$ cat config.mk
export PLATFORM = sky130hd
export DESIGN_NAME = mips_data_bus_bridge
export DESIGN_NICKNAME = d
export VERILOG_FILES = /design/src/rtl/mips_data_bus_bridge.sv
export SDC_FILE = /design/constraint.sdc
export NUM_CORES = 1
export LEC_CHECK = 0
export BUFFER_PORTS_ARGS = -buffer_cell sky130_fd_sc_hd__buf_2
export CAP_MARGIN = 20
export CORE_UTILIZATION = 45
export CTS_BUF_LIST = sky130_fd_sc_hd__clkbuf_8
export DETAILED_ROUTE_END_ITERATION = 10
export GPL_TIMING_DRIVEN = 0
export HOLD_SLACK_MARGIN = 0.02
export PLACE_DENSITY_LB_ADDON = 0.1
export SKIP_LAST_GASP = 1
export SLEW_MARGIN = 20
export SYNTH_ARGS = -nofsm -noshare
export SYNTH_HDL_FRONTEND = slang
export SYNTH_SLANG_ARGS = --single-unit
$ cat constraint.sdc
create_clock -name clk -period 3.7 [get_ports clk]
set_clock_uncertainty 0.05 [all_clocks]
set_input_delay 0.37 -clock clk [delete_from_list [all_inputs] [get_ports clk]]
set_output_delay 0.37 -clock clk [all_outputs]
set_load 0.01 [all_outputs]
$ cat src/rtl/mips_data_bus_bridge.sv
// Registered bridge from the CPU data port to an Avalon-style memory bus.
// It stalls the core until the slave answers and aborts transfers that wait too long.
module mips_data_bus_bridge #(
  parameter int unsigned TIMEOUT = 255
) (
  input  logic        clk,
  input  logic        reset,
  input  logic [31:0] cpu_address,
  input  logic        cpu_read,
  input  logic        cpu_write,
  input  logic [3:0]  cpu_byteenable,
  input  logic [31:0] cpu_writedata,
  output logic [31:0] cpu_readdata,
  output logic        cpu_stall,
  output logic [31:0] mem_address,
  output logic        mem_read,
  output logic        mem_write,
  output logic [3:0]  mem_byteenable,
  output logic [31:0] mem_writedata,
  input  logic [31:0] mem_readdata,
  input  logic        mem_waitrequest,
  output logic        bus_error
);

  typedef enum logic [1:0] {IDLE, ACCESS, DONE} state_t;

  localparam logic [15:0] TIMEOUT_LAST = 16'(TIMEOUT - 1);

  state_t      state_reg;
  state_t      state_next;
  logic [15:0] count_reg;
  logic        request;

  assign request = cpu_read | cpu_write;

  always_comb begin
    state_next = state_reg;
    cpu_stall  = 1'b0;
    case (state_reg)
      IDLE: begin
        cpu_stall = request;
        if (request) state_next = ACCESS;
      end
      ACCESS: begin
        cpu_stall = 1'b1;
        if (!mem_waitrequest || count_reg == TIMEOUT_LAST) state_next = DONE;
      end
      DONE: begin
        state_next = IDLE;
      end
      default: state_next = IDLE;
    endcase
  end

  always_ff @(posedge clk) begin
    if (reset) begin
      state_reg      <= IDLE;
      count_reg      <= 16'd0;
      mem_address    <= 32'd0;
      mem_read       <= 1'b0;
      mem_write      <= 1'b0;
      mem_byteenable <= 4'd0;
      mem_writedata  <= 32'd0;
      cpu_readdata   <= 32'd0;
      bus_error      <= 1'b0;
    end else begin
      state_reg <= state_next;
      case (state_reg)
        IDLE: begin
          if (request) begin
            mem_address    <= cpu_address & 32'hFFFF_FFFC;
            mem_byteenable <= cpu_byteenable;
            mem_writedata  <= cpu_writedata;
            // A simultaneous read and write is issued as a write only.
            mem_write      <= cpu_write;
            mem_read       <= cpu_read & ~cpu_write;
            count_reg      <= 16'd0;
          end
        end
        ACCESS: begin
          if (!mem_waitrequest) begin
            mem_read  <= 1'b0;
            mem_write <= 1'b0;
            if (mem_read) cpu_readdata <= mem_readdata;
          end else if (count_reg == TIMEOUT_LAST) begin
            mem_read  <= 1'b0;
            mem_write <= 1'b0;
            bus_error <= 1'b1;
            if (mem_read) cpu_readdata <= 32'd0;
          end else if (count_reg != 16'hFFFF) begin
            count_reg <= count_reg + 16'd1;
          end
        end
        default: ;
      endcase
    end
  end

endmodule

Word level (Yosys, flattened, before mapping)
Cells that the tools add are included.
{"block": "classes", "add_sub_neg": 1, "eq_ne": 11, "mux": 19, "bitwise": 3, "reduce_logical": 11}
{"op": "$mux W32", "n": 4}
{"op": "$mux W16", "n": 4}
{"op": "$pmux W16 S2", "n": 1}
{"op": "$add A16 B1 Y16 const B", "n": 1}
{"op": "$eq A16 B8 Y1 const B", "n": 1}
{"op": "$ne A16 B16 Y1 const B", "n": 1}
{"op": "$ne A2 B2 Y1 const B", "n": 6}
{"op": "$pmux W1 S2", "n": 3}
{"op": "$reduce_and A3 Y1", "n": 2}
{"op": "$reduce_and A5 Y1", "n": 1}
{"op": "$mux W1", "n": 4}
{"op": "$mux W2", "n": 2}
{"op": "$pmux W2 S2", "n": 1}
{"op": "$reduce_and A2 Y1", "n": 2}
{"op": "$reduce_and A4 Y1", "n": 1}
{"op": "$reduce_bool A2 Y1", "n": 2}
{"op": "$ne A3 B3 Y1 const B", "n": 1}
{"op": "$eq A2 B1 Y1 const B", "n": 1}
{"op": "$logic_not A2 Y1", "n": 1}
{"op": "$ne A2 B1 Y1 const B", "n": 1}
{"op": "$and A1 B1 Y1", "n": 1}
{"op": "$logic_not A1 Y1", "n": 1}
{"op": "$logic_or A1 B1 Y1", "n": 1}
{"op": "$not A1 Y1", "n": 1}
{"op": "$or A1 B1 Y1", "n": 1}
{"block": "word_totals", "regBits": 119, "input_bits": 105, "out_inout_bits": 104, "wordCells": 54}

Logic depth before layout (Yosys ltp)
Gate-level depths: netlist of run 1.
{"block": "logic_depth", "depth_word": 5, "mapped_depth": 8, "depth_no_buf": 7}

Worst setup path after synthesis of run 1
Ideal clock, no wire load.
{"block": "synth_timing", "kind": "register to register", "start": "register count_reg[0]", "end": "register count_reg[5]", "setup_time_ns": 0.067, "t_arrival_ns": 1.975, "required_time_ns": 3.583, "setup_slack_ns": 1.608, "stages_incl_launch_ff": 9, "path_buffers": 1, "synth_period_minus_slack_ns": 2.092, "cell_sequence": "dfxtp_1 > inv_1 > ha_1 > or4b_4 > o41a_1 > a2bb2oi_1 > buf_6 > a21bo_1 > a21oi_2"}
{"block": "synth_via", "elab_chain_len": 5, "elab_cells_between_ends": 10, "classes_between": "add/sub: 1; eq/ne: 4; mux: 4; reduce/logical: 1"}
{"item": "start: declaration", "line": "31", "source": "logic [15:0] count_reg;"}
{"item": "start signal: assignment", "line": "91", "source": "count_reg <= count_reg + 16'd1;"}
{"item": "$add A16 B1 Y16", "line": "91"}
{"item": "$mux W16", "line": "90", "source": "end else if (count_reg != 16'hFFFF) begin"}
{"item": "$mux W16", "line": "85", "source": "end else if (count_reg == TIMEOUT_LAST) begin"}
{"item": "$mux W16", "line": "81", "source": "if (!mem_waitrequest) begin"}
{"item": "$pmux W16 S2", "line": "68", "source": "case (state_reg)"}
Parallel ways exist; a longest one is shown, timed or not. The select of a mux whose other input is x is not followed.
A chain may end at the register's enable or synchronous reset.

Worst setup path in the final report of run 1
{"block": "layout_timing", "start": "register count_reg[0]", "end": "register cpu_readdata[1]"}
{"block": "layout_via", "elab_chain_len": 3, "elab_cells_between_ends": 4, "classes_between": "eq/ne: 3; reduce/logical: 1"}
{"item": "$eq A16 B8 Y1 (*)", "line": "85"}
{"item": "$ne A2 B1 Y1 (no source line) or $ne A2 B2 Y1 (tied branches)"}
{"item": "$reduce_and A4 Y1 (no source line) (*)"}
{"item": "end signal: assignment", "line": "84", "source": "if (mem_read) cpu_readdata <= mem_readdata;"}
{"item": "end: declaration", "line": "13", "source": "output logic [31:0] cpu_readdata,"}
Every way passes the cells marked *; elsewhere a longest branch is shown, timed or not.

==> results of run 1 <==
==> through the flow <==
step / setup slack (ps) / util / total power [uW] / hold slack, ps
3_5_place_dp: 1190 / 0.590 / 1830 / 393
3_3_place_gp: 1240 / 0.590 / 1820 / 385
2_1_floorplan: 1610 / - / 1640 / 424
4_1_cts: 1130 / 0.630 / 2980 / 109
5_1_grt: 971 / 0.630 / 3110 / 99.7
6_report: 1110 / 0.630 / 2960 / 119
==> power by group through the flow <==
stage / Clock, uW / Sequential, uW / Combinational [uW]
after global placement: 0 / 1410 / 417
after CTS: 1170 / 1380 / 426
after floorplan: 0 / 1440 / 204
final: 1150 / 1380 / 424
after detailed placement: 0 / 1410 / 425
after global routing: 1240 / 1390 / 475
==> layer usage <==
| layer | up-vias | wire, um | GRT usage |
|---|---|---|---|
| met5 | - | 0 | 0 |
| met4 | 0 | 350 | 0.101 |
| met3 | 33 | 1070 | 0.0793 |
| met2 | 211 | 6510 | 0.436 |
| met1 | 2261 | 5720 | 0.309 |
| li1 | 2453 | - | - |
==> worst max-delay path, stage by stage, from the launching register on <==
cell and delay, ps:
dfxtp_1 350, inv_1 100, ha_1 160, or4b_4 470, nor4_2 500, o211ai_1 290
clkbuf_1 320, nand2_1 160, a21oi_1 70
==> final timing paths <==
check | startpoint | end
worst max-delay path | count_reg[0] | cpu_readdata[1]
worst min-delay path | cpu_address[20] | mem_address[20]
worst min register to register | cpu_readdata[3] | cpu_readdata[3]
worst max register to register | count_reg[0] | cpu_readdata[1]
==> area by class of cell <==
| cell class | instances | share of cell area |
|---|---|---|
| buffer | 47 | 0.0315 |
| clock buffer | 21 | 0.0467 |
| clock inverter | 11 | 0.0174 |
| inverter | 5 | 0.00303 |
| multi-input combinational | 410 | 0.324 |
| sequential | 119 | 0.385 |
| tap | 133 | 0.0269 |
| timing repair buffer | 204 | 0.165 |
==> cell usage in the layout (no fill, tap or decap), types with 10 or more instances in the layout <==
master,count
nor2_1,13
a21oi_1,112
o21ai_1,10
dfxtp_1,119
clkbuf_8,21
clkbuf_1,40
nand4_1,37
nand2_1,172
buf_2,204
==> cell families after synthesis <==
| family | share of synthesized area |
|---|---|
| buffers and inverters | 0.0465 |
| AOI/OAI and AO/OA | 0.173 |
| DFF | 0.518 |
| and+or+nand+nor | 0.256 |
| adders and majority gates | 0.00544 |
| other | 0.000815 |
==> synth_stat cells, types with 3 or more instances <==
library cell    n
nor2b_1         3
nand2_1       172
nand3_1         8
clkbuf_1       40
buf_1           3
buf_4           3
inv_1           4
or4_1           4
a21oi_1       112
or3_1           5
dfxtp_1       119
nor3_1          6
a31oi_1         3
o21ai_0         6
nand4_1        37
nor2_1         13
o21ai_1        10
==> results.yml, run 1 <==
power:
  seqPwrFrac: 0.467
  power_leakage_uw: 0.00271
  max-vdd-ir-drop_mv: 0.271
  p_sw_frac: 0.269
  clkPwrFrac: 0.390
  power.internal_uw: 2160
  p_per_area_nw_per_um2: 479
  comb_power_share: 0.143
  p_sw_uw: 797
placed_design:
  dp_hpwl_um: 10300
  gp_congestion: 0.906
  placed_area_um2: 5790
  dp.cells: 918
  port_buffers: 204
floorplan:
  core_um2: 9820
  std_cell_rows: 36
  die_y_um: 103
  ios: 209
  start_util: 0.468
  die_x_um: 103
  die_area_um2: 10600
cells_and_area:
  area_delta_synth_final_pct: 34.5
  diodes: 0
  reg.largest.list: "cpu_readdata x32, mem_writedata x32, mem_address x30"
  stdcell_area_um2: 6190
  multiInputGateArea_um2: 2010
  fin_cells: 950
  nFillCells: 908
  regArea_um2: 2380
  final_nets: 911
  drive_gt1_frac: 0.294
clock_network:
  cts.path.max_buffers: 2
  post_cts_buffers: 0
  holdBufCountCts: 0
  cts_tree: "yes"
  root_buffer: "clkbuf_8"
  clkLatencyLatePin_ps: 430
  cts_resized: 0
  htreeDepth: 4
  cts.clk_slew.worst_paths_ps: 70
  cts_sinks: 119
  cts_buffers: 17
timing:
  rsz0062_at_grt: "false"
  setup_viol: 0
  finalCritPeriodShare: 0.700
  drv_slew: 0
  period_needed_ps: 2590
  final-hold-violation-count: 0
  tns_ps: 0
  max_slew_margin: 0.443
  tightest_slew_ps: 829
  fmax_mhz: 386
grt:
  overflow: 0
  grt_pass1_wl_um: 21000
  gr-usage-all-layers: 0.259
  grt_pass1_vias: 4520
  antenna_found_initial: 0
  grt_max_degree: 17
min_path:
  hold_depth: 3
  hp-class: "input port to flip-flop"
routing:
  vias_per_cell: 5.22
  drt-pass1-iter-count: 5
  drc: 0
  first_iter_violations: 196
  antenna_left: 0
  wl_per_cell_um: 14.4
  dr_total_vias: 4958
  totalWireLength_um: 13600
setup_path:
  critPathRequiredTime_ps: 3950
  crit_arrival_ps: 2840
  reg2reg_depth: 8
  start_kind: "flip-flop"
  crit_fanout: 10
  r2r_slack_ps: 1110
  setup.worst_path.end_class: "flip-flop"
  path_class: "flip-flop to flip-flop"
synth:
  synth_cells: 580
  yosysTopAreaCell: "dfxtp_1"
  synth_area_leaders: "dfxtp_1 (52%), nand2_1 (14%), a21oi_1 (12%)"
  synth_warnings: 0
  ys_types: 43
  synth_area_per_cell_um2: 7.93
  syn_area_um2: 4600
  synth_edf_count: 0
  ys_seq_area_frac: 0.518
  synthFlopType: "dfxtp_1"
  async_flop_share: 0
  synth_top_area_share: 0.518
  ys_seq_elements: 119
outcome:
  outcome: "completed"
run:
  drv_cap: 0
(Power assumes the default switching activity.)
==> run 2: changes to the inputs <==
clock period = 2.5 ns   (was 3.7 ns; I/O delays follow)
==> run 2 against run 1 <==
First-iteration DRC count is 24% higher. Register-to-register slack worse by 990 ps. Largest cell class unchanged. Critical path depth unchanged. Flip-flop and latch count unchanged. Core utilization up 7.0 points. Worst setup slack lost 990 ps. Largest power group unchanged. Critical path type unchanged. Highest routed layer unchanged. Combinational power rose by 72%.
==> results.yml, run 2 (same netlist as run 1, synthesis figures left out) <==
outcome:
  outcome: "completed"
min_path:
  hold_path.startpoint: "cpu_write"
  hold_depth: 2
  worstHoldEndpoint: "mem_read"
  hp-class: "input port to flip-flop"
cells_and_area:
  final_cell_mix: "buf_2 (204), nand2_1 (172), dfxtp_1 (119)"
  final_common_cell: "buf_2"
  diodes: 0
  final_nets: 976
  reg.largest.list: "cpu_readdata x32, mem_writedata x32, mem_address x30"
  area_delta_synth_final_pct: 49.5
  drive_gt1_frac: 0.278
  fin_cells: 1015
  stdcell_area_um2: 6870
clock_network:
  root_buffer: "clkbuf_8"
  cts_buffers: 17
  cts.clk_slew.worst_paths_ps: 60
  clkLatencyLatePin_ps: 430
  htreeDepth: 4
  cts_sinks: 119
  cts_tree: "yes"
  cts.path.max_buffers: 2
routing:
  drt-pass1-iter-count: 5
  drc: 0
  first_iter_violations: 243
  wl_per_cell_um: 15.1
  totalWireLength_um: 15300
  antenna_left: 0
  dr_total_vias: 5297
  vias_per_cell: 5.22
setup_path:
  path_class: "flip-flop to flip-flop"
  reg2reg_depth: 8
  setup.worst_path.end_class: "flip-flop"
  start_kind: "flip-flop"
  r2r_end: "cpu_readdata[1]"
  crit_arrival_ps: 2630
  r2r_slack_ps: 120
  critPathRequiredTime_ps: 2750
  crit_fanout: 10
  rr_startpoint: "count_reg[0]"
timing:
  drv_slew: 0
  max_slew_margin: 0.556
  tightest_slew_ps: 659
  setup_viol: 0
  period_needed_ps: 2380
  final-hold-violation-count: 0
  finalCritPeriodShare: 0.951
  rsz0062_at_grt: "false"
  fmax_mhz: 421
grt:
  antenna_found_initial: 0
  gr-usage-all-layers: 0.289
  grt_max_degree: 17
  overflow: 0
  grt_pass1_wl_um: 23400
  grt_pass1_vias: 5021
power:
  power_leakage_uw: 0.00299
  max-vdd-ir-drop_mv: 0.411
  p_per_area_nw_per_um2: 653
  power_uw: 4490
placed_design:
  gp_congestion: 0.906
  dp_hpwl_um: 10300
  dp.cells: 918
  port_buffers: 204
  placed_area_um2: 5790
run:
  drv_cap: 0
floorplan:
  std_cell_rows: 36
  die_x_um: 103
  die_area_um2: 10600
  core_um2: 9820
  ios: 209
  start_util: 0.468
  die_y_um: 103
==> run 2: changes by cell type in the layout (fill, tap and decap cells not counted) <==
cell	previous run	this run
dlygate4sd3_1	0	65
clkbuf_1	40	37
clkbuf_2	0	3
nor3_1	6	5
nor3_2	0	1
nor4_1	2	1
nor4_4	0	1
o2bb2ai_2	1	0
o2bb2ai_4	0	1
==> run 2: critical path, stage by stage, from the launching register on <==
cell and delay, ps:
dfxtp_1 350, inv_1 100, ha_1 160, or4b_4 480
nor4_4 360, o211ai_1 270, clkbuf_2 290, nand2_1 120
a21oi_1 70
==> run 2: area by class of cell <==
cell class	count	area (um2)
Fill cell	789	2950
Sequential cell	119	2380
Multi-Input combinational cell	410	2040
Timing Repair Buffer	269	1670
Clock buffer	21	289
Buffer	47	199
Tap cell	133	166
Clock inverter	11	108
Inverter	5	18.8
==> run 2: through the flow <==
step	util	hold WS, ps	TNS (ps)	setup slack, ps
after global placement	0.590	385	0	35.4
after CTS	0.697	30.8	0	64.5
after floorplan	-	311	0	408
final	0.700	37.7	0	122
after detailed placement	0.590	393	-12.5	-12.5
after global routing	0.700	25.6	0	2.66
==> run 2: metal layers <==
metal / wire length [um] / track usage / up-vias
li1: - / - / 2578
met1: 6160 / 0.328 / 2455
met2: 7490 / 0.486 / 211
met3: 1080 / 0.0895 / 53
met4: 578 / 0.158 / 0
met5: 0 / 0 / -
==> run 2: worst max path at each step <==
stage,startpoint,to,slack [ps],cells after the start
after global routing,count_reg[1],cpu_readdata[8],3,7
after CTS,count_reg[0],cpu_readdata[1],60,8
after floorplan,count_reg[0],count_reg[5],410,8
after global placement,count_reg[0],cpu_readdata[6],40,8
final,count_reg[0],cpu_readdata[1],120,8
after detailed placement,count_reg[0],cpu_readdata[1],-10,8
==> run 2: timing repair <==
item	CTS	global route
gates cloned	0	0
setup buffers	0	0
endpoints found under the setup margin	30	63
hold endpoints to repair	65	0
gates resized for setup	1	9
hold buffers	65	0
==> run 2: where the power goes <==
group          leakage [uW]  internal, uW  switching (uW)  total, uW
Sequential         0.000972          2000            51.9       2050
Clock              0.000209           973             743       1720
Combinational       0.00181           302             425        728
Total               0.00299          3270            1220       4490
